File: src/rtl/axi_pkg.sv
// Shared encodings and FSM state type for the AXI burst master and its beat address generator.
package axi_pkg;

    localparam logic [1:0] BURST_FIXED = 2'd0;
    localparam logic [1:0] BURST_INCR  = 2'd1;
    localparam logic [1:0] BURST_WRAP  = 2'd2;

    localparam logic [1:0] RESP_OKAY   = 2'd0;
    localparam logic [1:0] RESP_EXOKAY = 2'd1;
    localparam logic [1:0] RESP_SLVERR = 2'd2;
    localparam logic [1:0] RESP_DECERR = 2'd3;

    typedef enum logic [2:0] {
        ST_IDLE = 3'd0,
        ST_CHK  = 3'd1,
        ST_AW   = 3'd2,
        ST_W    = 3'd3,
        ST_B    = 3'd4,
        ST_AR   = 3'd5,
        ST_R    = 3'd6,
        ST_DONE = 3'd7
    } axi_state_e;

    function automatic logic [1:0] resp_max(input logic [1:0] a, input logic [1:0] b);
        return (a > b) ? a : b;
    endfunction

endpackage

File: src/rtl/axi_beat_addr_gen.sv
// Combinational beat address and byte-strobe generator for FIXED/INCR bursts.
module axi_beat_addr_gen
    import axi_pkg::*;
#(
    parameter int ADDR_W = 32,
    parameter int DATA_W = 32
) (
    input  logic [ADDR_W-1:0]   aligned_addr,
    input  logic [2:0]          size,
    input  logic [1:0]          burst,
    input  logic [7:0]          beat_idx,
    output logic [ADDR_W-1:0]   beat_addr,
    output logic [DATA_W/8-1:0] strb
);

    localparam int NB = DATA_W / 8;

    logic [ADDR_W-1:0] offset;
    logic [ADDR_W-1:0] nbytes;

    always_comb begin
        beat_addr = aligned_addr;
        if (burst == BURST_INCR) begin
            beat_addr = aligned_addr + (ADDR_W'(beat_idx) << size);
        end
        // Lane offset within the data bus; the strobe covers 2^size lanes from there.
        offset = beat_addr & ADDR_W'(NB - 1);
        nbytes = ADDR_W'(1) << size;
        strb   = '0;
        for (int i = 0; i < NB; i++) begin
            strb[i] = (ADDR_W'(i) >= offset) && (ADDR_W'(i) < offset + nbytes);
        end
    end

endmodule

File: src/rtl/axi_burst_master.sv
// Single-outstanding AXI burst master: one command in, one AW/W/B or AR/R burst out, done pulse back.
// Optional 4 KB boundary rejection of INCR bursts is enabled by defining AXI_BURST_4K_CHECK_EN.
module axi_burst_master
    import axi_pkg::*;
#(
    parameter int ADDR_W  = 32,
    parameter int DATA_W  = 32,
    parameter int MAX_LEN = 16
) (
    input  logic                aclk,
    input  logic                areset,
    input  logic                cmd_valid,
    output logic                cmd_ready,
    input  logic                cmd_rw,
    input  logic [ADDR_W-1:0]   cmd_addr,
    input  logic [7:0]          cmd_len,
    input  logic [2:0]          cmd_size,
    input  logic [1:0]          cmd_burst,
    input  logic [DATA_W-1:0]   wr_data,
    input  logic                wr_valid,
    output logic                wr_ready,
    output logic [DATA_W-1:0]   rd_data,
    output logic                rd_valid,
    input  logic                rd_ready,
    output logic                done,
    output logic [1:0]          done_resp,
    output logic                done_err,
    output logic [ADDR_W-1:0]   awaddr,
    output logic [7:0]          awlen,
    output logic [2:0]          awsize,
    output logic [1:0]          awburst,
    output logic                awvalid,
    input  logic                awready,
    output logic [DATA_W-1:0]   wdata,
    output logic [DATA_W/8-1:0] wstrb,
    output logic                wlast,
    output logic                wvalid,
    input  logic                wready,
    input  logic [1:0]          bresp,
    input  logic                bvalid,
    output logic                bready,
    output logic [ADDR_W-1:0]   araddr,
    output logic [7:0]          arlen,
    output logic [2:0]          arsize,
    output logic [1:0]          arburst,
    output logic                arvalid,
    input  logic                arready,
    input  logic [DATA_W-1:0]   rdata,
    input  logic [1:0]          rresp,
    input  logic                rlast,
    input  logic                rvalid,
    output logic                rready,
    output logic [2:0]          dbg_state,
    output logic [ADDR_W-1:0]   dbg_beat_addr
);

    localparam int NB = DATA_W / 8;

    // Handshakes on every channel: a transfer happens on the rising edge where valid and
    // ready are both high; ready may precede valid, and a raised valid holds until transfer.

    axi_state_e        state_q, state_d;
    logic              rw_q, rw_d;
    logic [ADDR_W-1:0] addr_q, addr_d;
    logic [7:0]        len_q, len_d;
    logic [2:0]        size_q, size_d;
    logic [1:0]        burst_q, burst_d;
    logic [7:0]        beat_q, beat_d;
    logic [1:0]        resp_q, resp_d;
    logic              err_q, err_d;

    logic [ADDR_W-1:0] aligned;
    logic [ADDR_W-1:0] beat_addr;
    logic [NB-1:0]     beat_strb;
    logic              illegal;
    logic              last_beat;

    assign aligned   = addr_q & ~((ADDR_W'(1) << size_q) - ADDR_W'(1));
    assign last_beat = (beat_q == len_q);

    axi_beat_addr_gen #(
        .ADDR_W(ADDR_W),
        .DATA_W(DATA_W)
    ) u_beat_addr_gen (
        .aligned_addr(aligned),
        .size        (size_q),
        .burst       (burst_q),
        .beat_idx    (beat_q),
        .beat_addr   (beat_addr),
        .strb        (beat_strb)
    );

`ifdef AXI_BURST_4K_CHECK_EN
    logic [ADDR_W-1:0] last_byte;
`endif

    always_comb begin
        illegal = 1'b0;
        if (({1'b0, len_q} + 9'd1) > 9'(MAX_LEN)) illegal = 1'b1;
        if ((32'd1 << size_q) > 32'(NB))          illegal = 1'b1;
        if (burst_q > BURST_INCR)                 illegal = 1'b1;
`ifdef AXI_BURST_4K_CHECK_EN
        last_byte = aligned + ((ADDR_W'(len_q) + ADDR_W'(1)) << size_q) - ADDR_W'(1);
        if ((burst_q == BURST_INCR) && (last_byte[ADDR_W-1:12] != aligned[ADDR_W-1:12])) begin
            illegal = 1'b1;
        end
`endif
    end

    always_ff @(posedge aclk or posedge areset) begin
        if (areset) begin
            state_q <= ST_IDLE;
            rw_q    <= 1'b0;
            addr_q  <= '0;
            len_q   <= '0;
            size_q  <= '0;
            burst_q <= '0;
            beat_q  <= '0;
            resp_q  <= RESP_OKAY;
            err_q   <= 1'b0;
        end else begin
            state_q <= state_d;
            rw_q    <= rw_d;
            addr_q  <= addr_d;
            len_q   <= len_d;
            size_q  <= size_d;
            burst_q <= burst_d;
            beat_q  <= beat_d;
            resp_q  <= resp_d;
            err_q   <= err_d;
        end
    end

    always_comb begin
        state_d   = state_q;
        rw_d      = rw_q;
        addr_d    = addr_q;
        len_d     = len_q;
        size_d    = size_q;
        burst_d   = burst_q;
        beat_d    = beat_q;
        resp_d    = resp_q;
        err_d     = err_q;

        cmd_ready = 1'b0;
        wr_ready  = 1'b0;
        rd_valid  = 1'b0;
        rd_data   = rdata;
        done      = 1'b0;
        done_resp = RESP_OKAY;
        done_err  = 1'b0;
        awaddr    = aligned;
        awlen     = len_q;
        awsize    = size_q;
        awburst   = burst_q;
        awvalid   = 1'b0;
        wdata     = wr_data;
        wstrb     = '0;
        wlast     = 1'b0;
        wvalid    = 1'b0;
        bready    = 1'b0;
        araddr    = aligned;
        arlen     = len_q;
        arsize    = size_q;
        arburst   = burst_q;
        arvalid   = 1'b0;
        rready    = 1'b0;

        case (state_q)
            ST_IDLE: begin
                cmd_ready = 1'b1;
                if (cmd_valid) begin
                    rw_d    = cmd_rw;
                    addr_d  = cmd_addr;
                    len_d   = cmd_len;
                    size_d  = cmd_size;
                    burst_d = cmd_burst;
                    beat_d  = '0;
                    resp_d  = RESP_OKAY;
                    err_d   = 1'b0;
                    state_d = ST_CHK;
                end
            end
            ST_CHK: begin
                if (illegal) begin
                    err_d   = 1'b1;
                    resp_d  = RESP_SLVERR;
                    state_d = ST_DONE;
                end else begin
                    state_d = rw_q ? ST_AR : ST_AW;
                end
            end
            ST_AW: begin
                awvalid = 1'b1;
                if (awready) state_d = ST_W;
            end
            ST_W: begin
                wvalid   = wr_valid;
                wr_ready = wready;
                wlast    = last_beat;
                wstrb    = beat_strb;
                if (wr_valid && wready) begin
                    if (last_beat) state_d = ST_B;
                    else           beat_d  = beat_q + 8'd1;
                end
            end
            ST_B: begin
                bready = 1'b1;
                if (bvalid) begin
                    resp_d  = bresp;
                    state_d = ST_DONE;
                end
            end
            ST_AR: begin
                arvalid = 1'b1;
                if (arready) state_d = ST_R;
            end
            ST_R: begin
                rd_valid = rvalid;
                rready   = rd_ready;
                if (rvalid && rd_ready) begin
                    resp_d = resp_max(resp_q, rresp);
                    // A misplaced or missing rlast is flagged but the burst still runs to cmd_len.
                    if (rlast != last_beat) err_d = 1'b1;
                    if (last_beat) state_d = ST_DONE;
                    else           beat_d  = beat_q + 8'd1;
                end
            end
            ST_DONE: begin
                done      = 1'b1;
                done_resp = resp_q;
                done_err  = err_q;
                state_d   = ST_IDLE;
            end
            default: state_d = ST_IDLE;
        endcase
    end

    assign dbg_state     = state_q;
    assign dbg_beat_addr = beat_addr;

endmodule
File: config.mk
export PLATFORM = sky130hd
export DESIGN_NAME = axi_burst_master
export DESIGN_NICKNAME = d
export VERILOG_FILES = /design/src/rtl/axi_pkg.sv /design/src/rtl/axi_beat_addr_gen.sv /design/src/rtl/axi_burst_master.sv
export SDC_FILE = /design/constraint.sdc
export NUM_CORES = 1
export LEC_CHECK = 0
export BUFFER_PORTS_ARGS = -buffer_cell sky130_fd_sc_hd__buf_2
export CORE_AREA = 2 2 130 132
export DETAILED_ROUTE_END_ITERATION = 6
export DIE_AREA = 0 0 132 134
export PLACE_DENSITY = 0.66
export SYNTH_ARGS = -nofsm -noshare
export SYNTH_HDL_FRONTEND = slang
export SYNTH_HIERARCHICAL = 1
export SYNTH_SLANG_ARGS = --single-unit
File: constraint.sdc
create_clock -name aclk -period 4 [get_ports aclk]
set_input_delay 0 -clock aclk [delete_from_list [all_inputs] [get_ports aclk]]
set_output_delay 0 -clock aclk [all_outputs]
set_load 0.02 [all_outputs]
==> summary.txt <==
Final layout
  • Share of post-route cells with drive strength above 1: 0.339
  • Final #Nets: 901
  • Area growth from synthesis to final layout: 20.8%
  • Number of diodes: 0
  • Fin area: 6840 um2
  • Total of fill cells in the finished design: 1602

Yosys
  • Syn nets: 785
  • Post-synth top cells: 115 x sky130_fd_sc_hd__buf_4, 60 x sky130_fd_sc_hd__dfrtp_1, 56 x sky130_fd_sc_hd__nand2_1
  • Top post-synthesis cells by area: sky130_fd_sc_hd__dfrtp_1 27%, sky130_fd_sc_hd__buf_4 15%, sky130_fd_sc_hd__mux2_1 9.5%
  • Count of warnings emitted by yosys: 6
  • Mean Syn Cell Area: 8.87 um2
  • Proportion of register bits with asynchronous set or reset after synthesis: 1.00
  • Part of the Yosys area used for sequential elements: 0.265
  • Number of register bits inferred by synthesis: 60
  • Gate count of the mapped netlist: 638
  • Proportion of netlist area held by the largest area contributor: 0.265
  • Number of synthesized flops with an enable pin: 0
  • Syn Std Cell Area: 5660 um2
  • Count of different cell masters after synthesis: 70
  • Top cell type by total area after synthesis: sky130_fd_sc_hd__dfrtp_1
  • Library cell with the highest instance count after synthesis: sky130_fd_sc_hd__buf_4
  • Commonest register cell after synthesis: sky130_fd_sc_hd__dfrtp_1

CTS
  • CTS Root Buffer Type: sky130_fd_sc_hd__clkbuf_16
  • Clock Tree Buf Depth: 2
  • Buffers inserted by post-CTS timing repair: 0
  • Number of buffers added by the clock tree synthesis step: 9
  • Clock-pin slew on the worst setup and hold paths: 60 ps
  • TritonCTS clock tree: yes
  • # clock sinks: 60
  • Skew-Pair Late Insertion Delay: 340 ps
  • CTS H-Tree Depth: 3

Critical path
  • List of cells traversed by the critical path: mux2_2, o21ai_0, mux2i_1, ha_1, and4_4, nand4_1, o21bai_1, and3_1, nor4b_4, xor2_1, buf_2
  • Data arrival time of the critical path: 3810 ps
  • CP startpoint kind: flip-flop
  • Critical path capture point type: output pin
  • Required time at the worst-slack endpoint: 4000 ps
  • Slowest stage cell, crit path: sky130_fd_sc_hd__dfrtp_4
  • Maximum single-stage delay on the critical path: 550 ps
  • Length in cells of the worst reg-to-reg path: 5
  • Flop2flop setup slack: 1330 ps
  • Reg2reg end: err_q$_DFFE_PP0P_
  • Worst r2r src: dbg_state[1]$_DFFE_PP0P_
  • WS Path Type: flip-flop to output pin
  • Critical path peak fanout: 20

Floorplan
  • Initial standard-cell utilization of the core: 0.348
  • Rows: 47
  • Height of the die: 134 um
  • Die outline area: 17700 um2
  • Width of the die: 132 um
  • Area inside the core boundary: 16300 um2
  • I/O pin count: 331

Timing
  • Final setup violation count: 0
  • Slew @ Worst Pin: 893 ps
  • Clock period minus worst slack: 3810 ps
  • Peak clock frequency supported by timing: 262 MHz
  • Setup skew after layout: 8.20 ps
  • Final max-slew violation count: 0
  • Hold Violations, Final: 0
  • Unrepaired setup endpoints after global routing: no
  • Final total negative setup slack: 0 ps
  • Slew HR: 0.404
  • Portion of the clock cycle consumed by the worst path in the final layout: 0.952

Power and ir drop
  • Logic gate share of total power: 0.651
  • Register share of total power: 0.209
  • Sw Share: 0.513
  • Switching power of the nets: 3.37 mW
  • Total power density per cell area: 960 nW/um2
  • Peak VDD IR: 0.457 mV
  • Proportion of power drawn by the clock network: 0.140
  • Leak pwr: 3.40 nW
  • Internal Pwr Total: 3.20 mW

Detailed routing
  • Antenna Nets Post-Route: 0
  • Total wirelength of the detailed-routed design: 16300 um
  • Post-detailed-route wirelength per cell: 16.7 um
  • Drt drc: 0
  • Length of the first detailed-routing pass in iterations: 4
  • Post-detailed-route via-to-cell ratio: 4.98
  • Number of violations reported at the end of detailed-routing iteration 0: 256
  • Vias: 4871

Global routing
  • Overall routing resource usage: 0.183
  • Largest net degree at the start of global routing: 61
  • Number of global-route vias before repair: 4625
  • Aggregate global routing overflow: 0
  • Global-route wire length before repair: 25300 um
  • Antenna violations before repair: 0

Placed design
  • Post-DP HPWL: 12300 um
  • Post-detailed-placement cell area: 5970 um2
  • Global placement routability congestion: 0.909
  • Buffers added on ports: 202

Flow run
  • Max-cap violations: 0

Hold path
  • Endpoint, Worst Hold: rd_data[19]
  • Hold path startpoint: rdata[19]
  • Type of the worst min-delay path: primary input to output pin
  • Hold path depth: 0

Outcome
  • Outcome: finished clean
## state kept, by name, summed over array words and instances, names as in the netlist
| signal | cells |
|---|---|
| resp_q | 2 |
| err_q | 1 |
| arsize | 3 |
| dbg_state | 3 |
| beat_q | 8 |
| addr_q | 32 |
| arburst | 2 |
| arlen | 8 |
| rw_q | 1 |
## kinds of logic (layout without fill, tap and decap cells)
| logic type | Yosys count | after routing | share of synthesized area |
|---|---|---|---|
| adder cells (fa/ha/maj) | 22 | 22 | 0.0499 |
| AO/OA/AOI/OAI | 102 | 102 | 0.130 |
| flip-flops | 60 | 60 | 0.265 |
| buffers and inverters | 170 | 291 | 0.195 |
| AND/OR/NAND/NOR | 180 | 180 | 0.173 |
| multiplexers | 65 | 65 | 0.127 |
| XOR/XNOR | 39 | 39 | 0.0603 |
## timing repair
action | CTS | global route
hold buffers | 50 | 0
hold endpoints to repair | 108 | 0
resized for setup | 0 | 6
endpoints found under the setup margin | 0 | 22
## power by group through the flow
stage               Clock (mW)  Combinational (mW)  Sequential, mW
floorplan                    0                3.55            1.17
global placement             0                4.21            1.37
detailed placement           0                4.22            1.37
CTS                      0.941                4.29            1.36
global route             0.967                4.63            1.44
finish                   0.916                4.27            1.37
## layout by cell type (no fill, tap or decap), types with 3 or more instances in the layout
cell	netlist	routed
sky130_fd_sc_hd__o21ai_0	27	27
sky130_fd_sc_hd__nor4_1	4	4
sky130_fd_sc_hd__inv_1	12	11
sky130_fd_sc_hd__bufinv_16	0	3
sky130_fd_sc_hd__clkbuf_16	0	9
sky130_fd_sc_hd__and3_1	7	7
sky130_fd_sc_hd__nand2b_1	4	4
sky130_fd_sc_hd__nor3_1	13	13
sky130_fd_sc_hd__a21o_1	9	9
sky130_fd_sc_hd__buf_4	115	10
sky130_fd_sc_hd__nand2_1	56	56
sky130_fd_sc_hd__nor3b_1	5	4
sky130_fd_sc_hd__o211ai_1	4	4
sky130_fd_sc_hd__dlygate4sd3_1	0	50
sky130_fd_sc_hd__dfrtp_1	60	57
sky130_fd_sc_hd__xnor2_1	20	20
sky130_fd_sc_hd__o41ai_1	4	4
sky130_fd_sc_hd__nor2_1	29	29
sky130_fd_sc_hd__o21a_1	4	4
sky130_fd_sc_hd__buf_2	5	202
sky130_fd_sc_hd__o21bai_1	3	3
sky130_fd_sc_hd__a211oi_1	3	3
sky130_fd_sc_hd__and2_1	18	17
sky130_fd_sc_hd__mux2_1	48	48
sky130_fd_sc_hd__o21ai_1	3	3
sky130_fd_sc_hd__a21oi_1	13	13
sky130_fd_sc_hd__nand3_1	11	11
sky130_fd_sc_hd__ha_1	21	21
sky130_fd_sc_hd__nor4b_2	2	3
sky130_fd_sc_hd__xor2_1	19	19
sky130_fd_sc_hd__o22ai_1	5	5
sky130_fd_sc_hd__mux2i_1	11	11
sky130_fd_sc_hd__mux2_2	6	6
sky130_fd_sc_hd__nor2b_1	7	7
sky130_fd_sc_hd__nand4_1	7	7
## worst max path at each step
stage	from	endpoint	slack (ps)	depth (start not counted)
floorplan	arsize[2]$_DFFE_PP0P_	wstrb[0]	110	12
global placement	arsize[0]$_DFFE_PP0P_	dbg_beat_addr[29]	400	11
detailed placement	arsize[0]$_DFFE_PP0P_	dbg_beat_addr[29]	390	11
CTS	arsize[0]$_DFFE_PP0P_	dbg_beat_addr[29]	1	11
global route	arsize[0]$_DFFE_PP0P_	dbg_beat_addr[31]	10	11
finish	arsize[0]$_DFFE_PP0P_	dbg_beat_addr[29]	190	11
## worst max-delay path, delay by kind of cell, from the launching register on
family          cells  cell delay (ps)
compound gates      2              460
xor+xnor            1              210
simple gates        4             1090
mux                 2              520
fa+ha+maj           1              430
flops               1              550
buf+inv             1              200
## stage by stage
stage                     setup WS [ps]  instances  hold WS [ps]  total power, mW   util
after CTS                          1.37        979         0.137             6.59  0.419
after floorplan                     114        638           113             4.72      -
after global placement              401        913         0.137             5.58  0.366
after global routing               9.54        979        0.0292             7.04  0.420
after detailed placement            388        913         0.137             5.59  0.366
final                               190        979       0.00688             6.56  0.420
## final cells by class
cell class                 count  area [um2]  share of cell area
tap                          220         275              0.0403
clock buffer                  12         256              0.0375
sequential                    60        1510               0.221
clock inverter                 4        95.1              0.0139
inverter                      13        48.8             0.00714
multi-input combinational    408        3070               0.449
timing repair buffer         262        1590               0.232
## routing by layer
metal,global-route usage,share of wire,vias to the layer above
met5,0,0,-
met4,0.0586,0.018,0
met3,0.0556,0.071,34
met2,0.321,0.50,211
met1,0.213,0.42,2288
li1,-,-,2338
(Power assumes the default switching activity.)
